==> src/rtl/am9511_stack_unit_if.sv <==
// Handshake/bus bundle for am9511_stack_unit: push/pop, command, executor issue/result, completion.
// slave = stack unit view, master = host/executor view.
interface am9511_stack_unit_if #(
    parameter int DATA_W      = 64,
    parameter int STACK_DEPTH = 8
);
    localparam int DW = $clog2(STACK_DEPTH) + 1;

    logic              push_valid;
    logic              push_ready;
    logic [DATA_W-1:0] push_data;
    logic              pop_valid;
    logic              pop_ready;
    logic [DATA_W-1:0] pop_data;
    logic              cmd_valid;
    logic              cmd_ready;
    logic [7:0]        cmd_func;
    logic [7:0]        cmd_fmt;
    logic [1:0]        cmd_rm;
    logic              exe_valid;
    logic              exe_ready;
    logic [7:0]        exe_func;
    logic [7:0]        exe_fmt;
    logic [63:0]       exe_op0;
    logic [63:0]       exe_op1;
    logic [63:0]       exe_op2;
    logic [1:0]        exe_rm;
    logic              exe_res_valid;
    logic [DATA_W-1:0] exe_res_data;
    logic [15:0]       exe_res_status;
    logic [31:0]       exe_res_flags;
    logic              done_valid;
    logic [15:0]       done_status;
    logic [31:0]       done_flags;
    logic [DW-1:0]     depth;
    logic              overflow;
    logic              busy;

    modport slave (
        input  push_valid, push_data, pop_ready,
        input  cmd_valid, cmd_func, cmd_fmt, cmd_rm,
        input  exe_ready, exe_res_valid, exe_res_data, exe_res_status, exe_res_flags,
        output push_ready, pop_valid, pop_data, cmd_ready,
        output exe_valid, exe_func, exe_fmt, exe_op0, exe_op1, exe_op2, exe_rm,
        output done_valid, done_status, done_flags, depth, overflow, busy
    );

    modport master (
        output push_valid, push_data, pop_ready,
        output cmd_valid, cmd_func, cmd_fmt, cmd_rm,
        output exe_ready, exe_res_valid, exe_res_data, exe_res_status, exe_res_flags,
        input  push_ready, pop_valid, pop_data, cmd_ready,
        input  exe_valid, exe_func, exe_fmt, exe_op0, exe_op1, exe_op2, exe_rm,
        input  done_valid, done_status, done_flags, depth, overflow, busy
    );
endinterface

==> src/rtl/am9511_stack_unit.sv <==
// Am9511-style circular operand stack feeding an external am9513 executor.
// Optional local DUP/SWAP/DROP ops enabled by defining AM9511_STACK_OPS_EN.
module am9511_stack_unit #(
    parameter int          STACK_DEPTH = 8,
    parameter int          DATA_W      = 64,
    parameter logic [31:0] FMT_MASK    = 32'h1
) (
    input logic                clk,
    input logic                rst_n,
    am9511_stack_unit_if.slave bus
);
    localparam int PW = $clog2(STACK_DEPTH);
    localparam int DW = PW + 1;

    localparam logic [2:0] S_IDLE     = 3'd0;
    localparam logic [2:0] S_ISSUE    = 3'd1;
    localparam logic [2:0] S_WAIT     = 3'd2;
    localparam logic [2:0] S_WB       = 3'd3;
    localparam logic [2:0] S_DONE_ERR = 3'd4;

    localparam logic [7:0] FUNC_ADD  = 8'h01;
    localparam logic [7:0] FUNC_SUB  = 8'h02;
    localparam logic [7:0] FUNC_MUL  = 8'h03;
    localparam logic [7:0] FUNC_DIV  = 8'h04;
    localparam logic [7:0] FUNC_SQRT = 8'h05;
    localparam logic [7:0] FUNC_SIN  = 8'h06;
    localparam logic [7:0] FUNC_FMA  = 8'h07;
    localparam logic [7:0] FUNC_DUP  = 8'hF0;
    localparam logic [7:0] FUNC_SWAP = 8'hF1;
    localparam logic [7:0] FUNC_DROP = 8'hF2;

    localparam logic [15:0] ST_OK         = 16'h0000;
    localparam logic [15:0] ST_INVALID_OP = 16'h0001;

    logic [DATA_W-1:0] mem [STACK_DEPTH];
    logic [PW-1:0]     top;
    logic [DW-1:0]     depth_q;
    logic              overflow_q;
    logic [2:0]        state;

    logic [7:0]  iss_func, iss_fmt;
    logic [1:0]  iss_rm, iss_arity;
    logic [63:0] iss_op0, iss_op1, iss_op2;
    logic        done_q;
    logic [15:0] status_q;
    logic [31:0] flags_q;

    logic              idle, full, push_fire, pop_fire, accept, fmt_ok, known, legal_exe;
    logic [1:0]        arity;
    logic [PW-1:0]     top_inc, top_dec, top_dec2, wb_top;
    logic [DATA_W-1:0] tos, nos, third;

    assign idle      = (state == S_IDLE);
    assign full      = (depth_q == DW'(STACK_DEPTH));
    assign top_inc   = top + PW'(1);
    assign top_dec   = top - PW'(1);
    assign top_dec2  = top - PW'(2);
    assign wb_top    = top - PW'(iss_arity) + PW'(1);
    assign tos       = mem[top];
    assign nos       = mem[top_dec];
    assign third     = mem[top_dec2];
    assign accept    = bus.cmd_valid & idle;
    assign push_fire = bus.push_valid & bus.push_ready;
    assign pop_fire  = bus.pop_valid & bus.pop_ready;
    assign fmt_ok    = (bus.cmd_fmt < 8'd32) && FMT_MASK[bus.cmd_fmt[4:0]];

    always_comb begin
        known = 1'b1;
        arity = 2'd0;
        case (bus.cmd_func)
            FUNC_ADD, FUNC_SUB, FUNC_MUL, FUNC_DIV: arity = 2'd2;
            FUNC_SQRT, FUNC_SIN:                    arity = 2'd1;
            FUNC_FMA:                               arity = 2'd3;
            default:                                known = 1'b0;
        endcase
    end
    assign legal_exe = known & fmt_ok & (depth_q >= DW'(arity));

`ifdef AM9511_STACK_OPS_EN
    logic local_ok;
    always_comb begin
        local_ok = 1'b0;
        case (bus.cmd_func)
            FUNC_DUP, FUNC_DROP: local_ok = (depth_q >= DW'(1));
            FUNC_SWAP:           local_ok = (depth_q >= DW'(2));
            default:             local_ok = 1'b0;
        endcase
    end
`endif

    assign bus.cmd_ready   = idle;
    assign bus.push_ready  = idle & ~bus.cmd_valid;
    assign bus.pop_valid   = idle & (depth_q != '0) & ~bus.cmd_valid;
    assign bus.pop_data    = (depth_q != '0) ? tos : '0;
    assign bus.exe_valid   = (state == S_ISSUE);
    assign bus.exe_func    = iss_func;
    assign bus.exe_fmt     = iss_fmt;
    assign bus.exe_rm      = iss_rm;
    assign bus.exe_op0     = iss_op0;
    assign bus.exe_op1     = iss_op1;
    assign bus.exe_op2     = iss_op2;
    assign bus.done_valid  = done_q;
    assign bus.done_status = status_q;
    assign bus.done_flags  = flags_q;
    assign bus.depth       = depth_q;
    assign bus.overflow    = overflow_q;
    assign bus.busy        = ~idle;

    always_ff @(posedge clk or negedge rst_n) begin
        if (!rst_n) begin
            for (int unsigned i = 0; i < STACK_DEPTH; i++) mem[i] <= '0;
            top <= '0;       depth_q <= '0;   overflow_q <= 1'b0; state <= S_IDLE;
            iss_func <= '0;  iss_fmt <= '0;   iss_rm <= '0;       iss_arity <= '0;
            iss_op0 <= '0;   iss_op1 <= '0;   iss_op2 <= '0;
            done_q <= 1'b0;  status_q <= '0;  flags_q <= '0;
        end else begin
            done_q <= 1'b0;
            case (state)
                S_IDLE: begin
                    if (accept) begin
                        if (legal_exe) begin
                            // Operand order: deepest operand first, TOS last.
                            iss_func  <= bus.cmd_func;
                            iss_fmt   <= bus.cmd_fmt;
                            iss_rm    <= bus.cmd_rm;
                            iss_arity <= arity;
                            iss_op0   <= (arity == 2'd3) ? 64'(third) : (arity == 2'd2) ? 64'(nos) : 64'(tos);
                            iss_op1   <= (arity == 2'd3) ? 64'(nos) : (arity == 2'd2) ? 64'(tos) : '0;
                            iss_op2   <= (arity == 2'd3) ? 64'(tos) : '0;
                            state     <= S_ISSUE;
`ifdef AM9511_STACK_OPS_EN
                        end else if (local_ok) begin
                            case (bus.cmd_func)
                                FUNC_DUP: begin
                                    top          <= top_inc;
                                    mem[top_inc] <= tos;
                                    if (full) overflow_q <= 1'b1;
                                    else      depth_q    <= depth_q + DW'(1);
                                end
                                FUNC_SWAP: begin
                                    mem[top]     <= nos;
                                    mem[top_dec] <= tos;
                                end
                                default: begin
                                    top     <= top_dec;
                                    depth_q <= depth_q - DW'(1);
                                end
                            endcase
                            done_q   <= 1'b1;
                            status_q <= ST_OK;
                            flags_q  <= '0;
                            state    <= S_DONE_ERR;
`endif
                        end else begin
                            done_q   <= 1'b1;
                            status_q <= ST_INVALID_OP;
                            flags_q  <= '0;
                            state    <= S_DONE_ERR;
                        end
                    end else if (push_fire && pop_fire) begin
                        mem[top] <= bus.push_data;
                    end else if (push_fire) begin
                        // Wrapping the pointer onto the oldest slot gives circular overwrite.
                        top          <= top_inc;
                        mem[top_inc] <= bus.push_data;
                        if (full) overflow_q <= 1'b1;
                        else      depth_q    <= depth_q + DW'(1);
                    end else if (pop_fire) begin
                        top     <= top_dec;
                        depth_q <= depth_q - DW'(1);
                    end
                end
                S_ISSUE: if (bus.exe_ready) state <= S_WAIT;
                S_WAIT: begin
                    if (bus.exe_res_valid) begin
                        mem[wb_top] <= bus.exe_res_data;
                        top         <= wb_top;
                        depth_q     <= depth_q - DW'(iss_arity) + DW'(1);
                        done_q      <= 1'b1;
                        status_q    <= bus.exe_res_status;
                        flags_q     <= bus.exe_res_flags;
                        state       <= S_WB;
                    end
                end
                default: state <= S_IDLE;
            endcase
        end
    end
endmodule

==> src/flat_wrapper.sv <==
// flat-port wrapper written by rule: the top's interface ports become plain ports
module am9511_stack_unit_flat 
#(
    parameter int          STACK_DEPTH = 8,
    parameter int          DATA_W      = 64,
    parameter logic [31:0] FMT_MASK    = 32'h1
)
  (clk, rst_n, bus_push_valid, bus_push_data, bus_pop_ready, bus_cmd_valid, bus_cmd_func, bus_cmd_fmt, bus_cmd_rm, bus_exe_ready, bus_exe_res_valid, bus_exe_res_data, bus_exe_res_status, bus_exe_res_flags, bus_push_ready, bus_pop_valid, bus_pop_data, bus_cmd_ready, bus_exe_valid, bus_exe_func, bus_exe_fmt, bus_exe_op0, bus_exe_op1, bus_exe_op2, bus_exe_rm, bus_done_valid, bus_done_status, bus_done_flags, bus_depth, bus_overflow, bus_busy);
  am9511_stack_unit_if #(.DATA_W(DATA_W), .STACK_DEPTH(STACK_DEPTH)) bus_i ();
  input logic clk;
  input logic rst_n;
  input wire logic [$bits(bus_i.push_valid)-1:0] bus_push_valid;
  input wire logic [$bits(bus_i.push_data)-1:0] bus_push_data;
  input wire logic [$bits(bus_i.pop_ready)-1:0] bus_pop_ready;
  input wire logic [$bits(bus_i.cmd_valid)-1:0] bus_cmd_valid;
  input wire logic [$bits(bus_i.cmd_func)-1:0] bus_cmd_func;
  input wire logic [$bits(bus_i.cmd_fmt)-1:0] bus_cmd_fmt;
  input wire logic [$bits(bus_i.cmd_rm)-1:0] bus_cmd_rm;
  input wire logic [$bits(bus_i.exe_ready)-1:0] bus_exe_ready;
  input wire logic [$bits(bus_i.exe_res_valid)-1:0] bus_exe_res_valid;
  input wire logic [$bits(bus_i.exe_res_data)-1:0] bus_exe_res_data;
  input wire logic [$bits(bus_i.exe_res_status)-1:0] bus_exe_res_status;
  input wire logic [$bits(bus_i.exe_res_flags)-1:0] bus_exe_res_flags;
  output wire logic [$bits(bus_i.push_ready)-1:0] bus_push_ready;
  output wire logic [$bits(bus_i.pop_valid)-1:0] bus_pop_valid;
  output wire logic [$bits(bus_i.pop_data)-1:0] bus_pop_data;
  output wire logic [$bits(bus_i.cmd_ready)-1:0] bus_cmd_ready;
  output wire logic [$bits(bus_i.exe_valid)-1:0] bus_exe_valid;
  output wire logic [$bits(bus_i.exe_func)-1:0] bus_exe_func;
  output wire logic [$bits(bus_i.exe_fmt)-1:0] bus_exe_fmt;
  output wire logic [$bits(bus_i.exe_op0)-1:0] bus_exe_op0;
  output wire logic [$bits(bus_i.exe_op1)-1:0] bus_exe_op1;
  output wire logic [$bits(bus_i.exe_op2)-1:0] bus_exe_op2;
  output wire logic [$bits(bus_i.exe_rm)-1:0] bus_exe_rm;
  output wire logic [$bits(bus_i.done_valid)-1:0] bus_done_valid;
  output wire logic [$bits(bus_i.done_status)-1:0] bus_done_status;
  output wire logic [$bits(bus_i.done_flags)-1:0] bus_done_flags;
  output wire logic [$bits(bus_i.depth)-1:0] bus_depth;
  output wire logic [$bits(bus_i.overflow)-1:0] bus_overflow;
  output wire logic [$bits(bus_i.busy)-1:0] bus_busy;
  assign bus_i.push_valid = bus_push_valid;
  assign bus_i.push_data = bus_push_data;
  assign bus_i.pop_ready = bus_pop_ready;
  assign bus_i.cmd_valid = bus_cmd_valid;
  assign bus_i.cmd_func = bus_cmd_func;
  assign bus_i.cmd_fmt = bus_cmd_fmt;
  assign bus_i.cmd_rm = bus_cmd_rm;
  assign bus_i.exe_ready = bus_exe_ready;
  assign bus_i.exe_res_valid = bus_exe_res_valid;
  assign bus_i.exe_res_data = bus_exe_res_data;
  assign bus_i.exe_res_status = bus_exe_res_status;
  assign bus_i.exe_res_flags = bus_exe_res_flags;
  assign bus_push_ready = bus_i.push_ready;
  assign bus_pop_valid = bus_i.pop_valid;
  assign bus_pop_data = bus_i.pop_data;
  assign bus_cmd_ready = bus_i.cmd_ready;
  assign bus_exe_valid = bus_i.exe_valid;
  assign bus_exe_func = bus_i.exe_func;
  assign bus_exe_fmt = bus_i.exe_fmt;
  assign bus_exe_op0 = bus_i.exe_op0;
  assign bus_exe_op1 = bus_i.exe_op1;
  assign bus_exe_op2 = bus_i.exe_op2;
  assign bus_exe_rm = bus_i.exe_rm;
  assign bus_done_valid = bus_i.done_valid;
  assign bus_done_status = bus_i.done_status;
  assign bus_done_flags = bus_i.done_flags;
  assign bus_depth = bus_i.depth;
  assign bus_overflow = bus_i.overflow;
  assign bus_busy = bus_i.busy;
  am9511_stack_unit #(.STACK_DEPTH(STACK_DEPTH), .DATA_W(DATA_W), .FMT_MASK(FMT_MASK)) u_core (.clk(clk), .rst_n(rst_n), .bus(bus_i));
endmodule
==> config.mk <==
export PLATFORM = sky130hd
export DESIGN_NAME = am9511_stack_unit_flat
export DESIGN_NICKNAME = d
export VERILOG_FILES = /design/src/rtl/am9511_stack_unit_if.sv /design/src/rtl/am9511_stack_unit.sv /design/src/flat_wrapper.sv
export SDC_FILE = /design/constraint.sdc
export NUM_CORES = 2
export LEC_CHECK = 0
export ABC_CLOCK_PERIOD_IN_PS = 3250
export CORE_UTILIZATION = 25
export CTS_CLUSTER_SIZE = 12
export DETAILED_ROUTE_END_ITERATION = 6
export MAX_ROUTING_LAYER = met4
export SYNTH_ARGS = -nofsm -noshare
export SYNTH_HDL_FRONTEND = slang
export SYNTH_SLANG_ARGS = --single-unit
==> constraint.sdc <==
create_clock -name clk -period 3.25 [get_ports clk]
set_clock_uncertainty 0.2 [all_clocks]
set_input_delay 0.325 -clock clk [delete_from_list [all_inputs] [get_ports clk]]
set_output_delay 0.325 -clock clk [all_outputs]
set_load 0.02 [all_outputs]
# After elaboration in Yosys (flattened, before gate mapping)

Memories as Yosys holds them, arrays and structs flattened.
Index checks and enable logic that the tools add are counted.

Bits in registers: 784
Bits in latches: 0
Memories: 1
Output and inout port bits: 333
Word-level logic and storage cells: 161
Input bits: 201
RAM bits: 0
ROM bits: 32

Memory list:

| memory          | depth | bits a word | rd ports | clocked after Yosys merged registers in | write ports | RTL line                | RTL |
|---|---|---|---|---|---|---|---|
| (no name shown) | 32    | 1           | 1        | 0                                       | 0           | am9511_stack_unit.sv:65 | `assign fmt_ok = (bus.cmd_fmt < 8'd32) && FMT_MASK[bus.cmd_fmt[4:0]];` |

$mul: 0
Div/mod/pow operators: 0
Reduce and logical (&&, ||, !) cells: 18
Bitwise gates (word level): 17
Multiplexer cells: 62
Equal/unequal tests: 21
Shifts and indexed selects: 0
Order comparisons: 11
Add/sub/neg operators: 9

Operators by type and width:

| operator                                                 | count |
|---|---|
| 2-to-1 mux 512 bit                                       | 4 |
| bitwise mux 512 bit                                      | 3 |
| case mux 512 bit (2 select lines)                        | 1 |
| 2-to-1 mux 64 bit                                        | 15 |
| binary-select mux 64 bit (select 3 bit)                  | 3 |
| demux 64 bit (select 3 bit)                              | 3 |
| 2-to-1 mux 32 bit                                        | 3 |
| case mux 32 bit (2 select lines)                         | 1 |
| 2-to-1 mux 16 bit                                        | 3 |
| == test 8 x 3 -> 1 bit, second input constant            | 4 |
| case mux 16 bit (2 select lines)                         | 1 |
| 2-to-1 mux 3 bit                                         | 9 |
| 2-to-1 mux 4 bit                                         | 6 |
| greater-or-equal comparator 4 bit, second input constant | 5 |
| NOT 3 -> 4 bit                                           | 5 |
| == test 8 x 2 -> 1 bit, second input constant            | 2 |
| < comparator 4 x 1 -> 1 bit, second input constant       | 3 |
| inequality test 2 bit, second input constant             | 6 |
| AND reduction 5 bit                                      | 2 |
| inequality test 3 bit, second input constant             | 3 |
| case mux 3 bit (3 select lines)                          | 1 |
| adder 4 x 1 -> 4 bit, second input constant              | 2 |
| AND 1 bit                                                | 8 |
| == test 8 x 1 -> 1 bit, second input constant            | 1 |
| other kinds (29)                                         | 44 |

# Logic depth before layout (Yosys ltp)

Depth in word-level cells: 11
Mapped depth: 16
Mapped depth without buffers: 10

# Least setup slack after synthesis

No wires, ideal clock.

Path type: input to register
Start: input port bus_cmd_func[1]
End: register u_core.iss_op2[10], in the netlist u_core.bus.exe_op2[10]
Arrival: 3.255 ns
Path buffers: 7
Slack: -0.339 ns
Setup time: 0.134 ns
Required time: 2.916 ns
Stages on the path: 16
Cells stage by stage: or3_1 > nand4_1 > clkbuf_1 > clkbuf_1 > and2_1 > ha_1 > nand2b_1 > a21oi_1 > or4b_1 > buf_2 > buf_2 > buf_6 > buf_2 > clkbuf_1 > nand2_1 > o31ai_1

Word-level cells in the longest chain between the ends: 6
Elaborated cells between the ends (all ways): 18
Those cells by class: 1 x order compare; 8 x eq/ne; 3 x mux; 2 x bitwise; 4 x reduce/logical

RTL lines:

| item                                                                           | RTL line                 | RTL |
|---|---|---|
| start, declared                                                                | flat_wrapper.sv:16       | `input wire logic [$bits(bus_i.cmd_func)-1:0] bus_cmd_func;` |
| == test 8 x 1 -> 1 bit (tied with other cells)                                 | am9511_stack_unit.sv:70  | `case (bus.cmd_func)` |
| OR reduction 4 bit (tied with other cells)                                     | -                        |  |
| case mux 2 bit (3 select lines) / 2-to-1 mux 1 bit (equally long branches)     | am9511_stack_unit.sv:70  |  |
| greater-or-equal comparator 4 x 2 -> 1 bit / AND 1 bit (equally long branches) | am9511_stack_unit.sv:77  | `assign legal_exe = known & fmt_ok & (depth_q >= DW'(arity));` |
| AND 1 bit                                                                      | am9511_stack_unit.sv:77  |  |
| AND reduction 3 bit (no line)                                                  | -                        |  |
| end signal, assigned                                                           | am9511_stack_unit.sv:129 | `iss_op2 <= (arity == 2'd3) ? 64'(tos) : '0;` |
| end, declared                                                                  | am9511_stack_unit.sv:43  | `logic [63:0] iss_op0, iss_op1, iss_op2;` |

Parallel ways exist; a longest one is shown, timed or not.
A chain may end at the register's enable or synchronous reset.

# Worst setup path after layout

Start: register u_core.top[0]
End: output port bus_pop_data[40]

Word-level cells in the longest chain between the ends: 5

RTL lines:

| item                                                 | RTL line                 | RTL |
|---|---|---|
| start, declared                                      | am9511_stack_unit.sv:36  | `logic [PW-1:0] top;` |
| start signal, assigned                               | am9511_stack_unit.sv:164 | `top <= top_inc;` |
| start signal, assigned                               | am9511_stack_unit.sv:169 | `top <= top_dec;` |
| start signal, assigned                               | am9511_stack_unit.sv:177 | `top <= wb_top;` |
| NOT 3 -> 4 bit (implied by the code)                 | am9511_stack_unit.sv:59  | `assign tos = mem[top];` |
| binary-select mux 64 bit (select 3 bit)              | am9511_stack_unit.sv:59  |  |
| 2-to-1 mux 64 bit (implied by the code) (2 in a row) | am9511_stack_unit.sv:59  |  |
| 2-to-1 mux 64 bit                                    | am9511_stack_unit.sv:94  | `assign bus.pop_data = (depth_q != '0) ? tos : '0;` |
| end, declared                                        | flat_wrapper.sv:26       | `output wire logic [$bits(bus_i.pop_data)-1:0] bus_pop_data;` |

No other way between the ends. The select of a mux whose other input is x is not followed.

==> results.py <==
metrics = {
    "sta": {
        "max-slew-margin-rel": 0.311,
        "fin_crit_sh": 1.02,
        "slew_viol_final": 0,
        "rsz0062_at_grt": "true",
        "period_needed_ns": 3.33,
        "worst_slew_pin_slew_ns": 1.03,
        "fin_tns_setup_ns": -0.349,
        "fmax_ghz": 0.301,
        "finalHoldViolCount": 1,
        "setup_ws_ns": -0.0756,
        "hold_slack_ns": -0.0162,
        "setup-violations-final": 12,
    },
    "die": {
        "start_util": 0.253,
        "io_pins": 534,
        "die_w_um": 439,
        "dieArea_mm2": 0.193,
        "die_height_um": 439,
        "core_area_mm2": 0.189,
        "placementRows": 159,
    },
    "synthesis": {
        "synthAdderAreaFrac": 0.00556,
        "synth_mux_area_frac": 0.340,
        "synthesis.area_mm2": 0.0477,
        "synth_ff_type": "dfrtp_1",
        "yosysSeqAreaShare": 0.411,
        "synth_compound_area_frac": 0.140,
        "synth-seq-cells": 784,
        "synth-simple-area-share": 0.0548,
        "synth_edf_count": 0,
        "ys_warn_count": 0,
        "synth_top_family_by_area": "multiplexers",
        "syn-num-nets": 4257,
        "synthCells": 4036,
        "avgSynthCellArea_um2": 11.8,
        "yosysUniqueCellTypes": 53,
        "async_flop_share": 1.00,
        "synth-xor-area-share": 0.00199,
    },
    "placed_design": {
        "place.gp.congestion": 0.868,
        "portBuffers": 533,
        "hpwl_um": 133000,
        "dp_slack_ns": -0.509,
    },
    "detailed_routing": {
        "vias_per_cell": 5.69,
        "drt_pass1_iterations": 6,
        "drt-initial-drc-count": 4736,
        "drcViolationCount": 0,
        "wire_per_inst_um": 28.4,
        "ant_nets": 0,
        "wl_um": 211000,
        "vias": 42293,
    },
    "cts": {
        "clockBufferDepth": 3,
        "clockRootBuffer": "clkbuf_16",
        "cts_made_buffers": 95,
        "clk_pin_slew_ns": 0.07,
        "htree_levels": 3,
        "insertion_delay_ns": 0.76,
        "cts.sinks": 784,
        "tritoncts": "yes",
    },
    "global_routing": {
        "grt_max_degree": 121,
        "grt_pass1_wl_um": 303000,
        "grt-ovfl-total": 0,
        "grtUsageTotal": 0.218,
        "antenna_found_initial": 25,
        "grt_pass1_vias": 42683,
    },
    "power_and_ir_drop": {
        "switching_power_mw": 25.5,
        "pwr-share-comb": 0.572,
        "power.leakage_nw": 27.6,
        "total_power_mw": 59.4,
        "power.density_mw_per_mm2": 903,
        "ir_drop_mv": 0.986,
        "power_frac_clock": 0.190,
        "internal_power_mw": 34.0,
        "sequentialPowerShare": 0.237,
        "sw_frac_of_total": 0.428,
    },
    "setup_path": {
        "required_ns": 2.72,
        "critPathKind": "reg -> out",
        "crit_fanout": 8,
        "start_kind": "flip-flop",
        "worstPathArrival_ns": 2.80,
        "end_kind": "output port",
        "ff2ff_path_depth": 10,
    },
    "cells_and_area": {
        "nFillCells": 18434,
        "final_common_cell": "dfrtp_1",
        "mostFrequentLayoutCells": "dfrtp_1, o22ai_1, mux2_2",
        "syn2layout_area_growth_pct": 37.9,
        "drive_above_1_share": 0.359,
        "nets": 5056,
    },
    "job": {
        "drv_cap": 0,
    },
    "outcome": {
        "outcome": "complete, but fails checks",
        "violations": "negative hold slack, negative setup slack",
    },
    "hold_path": {
        "min_path_type": "in -> async",
    },
}
==> power by group through the flow <==
| stage | Clock (mW) | Sequential, mW | Combinational [mW] |
|---|---|---|---|
| 2_1_floorplan | 0 | 13.3 | 16.7 |
| 3_3_place_gp | 0 | 13.9 | 28.8 |
| 3_5_place_dp | 0 | 14.1 | 29.1 |
| 4_1_cts | 11.5 | 13.9 | 32.6 |
| 6_report | 11.3 | 14.1 | 34.0 |
| 5_1_grt | 11.8 | 14.3 | 34.9 |
==> registers in the layout (all words and copies together) (netlist names) <==
register                cells
u_core.mem                512
u_core.bus.exe_op0         64
u_core.bus.exe_op1         64
u_core.bus.exe_op2         64
u_core.bus.done_flags      32
u_core.bus.done_status     16
u_core.bus.exe_fmt          8
u_core.bus.exe_func         8
u_core.bus.depth            4
u_core.state                3
u_core.top                  3
u_core.bus.exe_rm           2
u_core.iss_arity            2
u_core.bus.done_valid       1
u_core.bus.overflow         1
==> layer usage <==
layer  wire [um]  vias up  track usage
met2      101000     2427        0.342
met3       17100      603       0.0413
met4       13400        0        0.133
met5           0        -            -
li1            -    17452            -
met1       80000    21811        0.257
==> cell type report <==
| cell class | count | area (um^2) | share of cell area |
|---|---|---|---|
| diodes | 26 | 65.1 | 0.000989 |
| clock buffers | 136 | 2730 | 0.0415 |
| clock inverters | 36 | 502 | 0.00762 |
| inverters | 61 | 231 | 0.00352 |
| multi-input cells | 2768 | 27000 | 0.410 |
| flip-flops and latches | 784 | 19600 | 0.298 |
| well taps | 2495 | 3120 | 0.0474 |
| repair buffers | 1125 | 12600 | 0.191 |
==> synth_stat cells, drive strengths merged (2+ instances only) <==
master,instances,share of area
a22oi,4,0.00063
o21ai,69,0.0072
inv,61,0.0048
nand2,321,0.025
o22ai,584,0.077
xnor2,4,0.00073
nor2b,71,0.0093
a211o,65,0.012
mux2i,314,0.066
clkbuf,231,0.018
nand3,8,0.00084
nor4,3,0.00071
o31ai,65,0.010
a2111oi,64,0.012
a21oi,71,0.0074
a21o,2,0.00031
nor3b,4,0.00063
fa,2,0.00084
nand2b,6,0.00079
nor3,69,0.0073
ha,18,0.0047
buf,192,0.023
and4,2,0.00037
o22a,66,0.012
and2,17,0.0022
dfrtp,784,0.41
nand4,2,0.00026
a21boi,2,0.00031
mux4,320,0.15
mux2,521,0.12
xor2,6,0.0013
nor2,77,0.0061
==> timing repair <==
item,4_1_cts,5_1_grt
endpoints found under the hold margin,159,0
hold buffers,51,0
setup buffers,83,45
gates resized for setup,515,146
setup endpoints to repair,208,341
gates cloned,22,8
pin swaps,53,50
==> cell families after synthesis <==
| kind of cell | Yosys count |
|---|---|
| XOR/XNOR | 10 |
| AND/OR/NAND/NOR | 586 |
| AO/OA/AOI/OAI | 997 |
| multiplexers | 1155 |
| adder cells (fa/ha/maj) | 20 |
| flip-flops | 784 |
| buffers and inverters | 484 |
==> worst paths after layout <==
path	slack [ns]	to	startpoint
setup / recovery	-0.08	bus_pop_data[40]	u_core.top[0]$_DFFE_PN0P_
hold / removal	-0.02	u_core.bus.exe_op0[47]$_DFFE_PN0P_	rst_n
setup reg to reg	0.07	u_core.mem[382]$_DFFE_PN0P_	u_core.top[0]$_DFFE_PN0P_
hold reg to reg	0.28	u_core.bus.exe_op2[35]$_DFFE_PN0P_	u_core.bus.exe_op2[35]$_DFFE_PN0P_
max in group asynchronous	1.70	u_core.mem[299]$_DFFE_PN0P_	rst_n
min in group clk	0.06	u_core.bus.done_status[0]$_DFFE_PN0P_	bus_exe_res_status[0]
==> metrics by stage <==
stage | hold slack [ns] | cells | util | instance area [um^2]
6_report | -0.0162 | 7431 | 0.349 | 65800
3_3_place_gp | 0.259 | 7043 | 0.313 | 59000
5_1_grt | 0.0324 | 7429 | 0.349 | 65800
4_1_cts | 0.000633 | 7369 | 0.344 | 64900
2_1_floorplan | -0.171 | 4036 | - | 47900
3_5_place_dp | 0.264 | 7043 | 0.313 | 59000
==> worst max-delay path, cell delays in order (launching register included) <==
cell and delay (ns):
dfrtp_4 0.46, buf_12 0.19, buf_12 0.14, buf_16 0.13
mux4_2 0.55, a21oi_4 0.19, buf_6 0.14, nor2_1 0.04
buf_4 0.17
No activity file was read; power rests on OpenSTA's default activity.
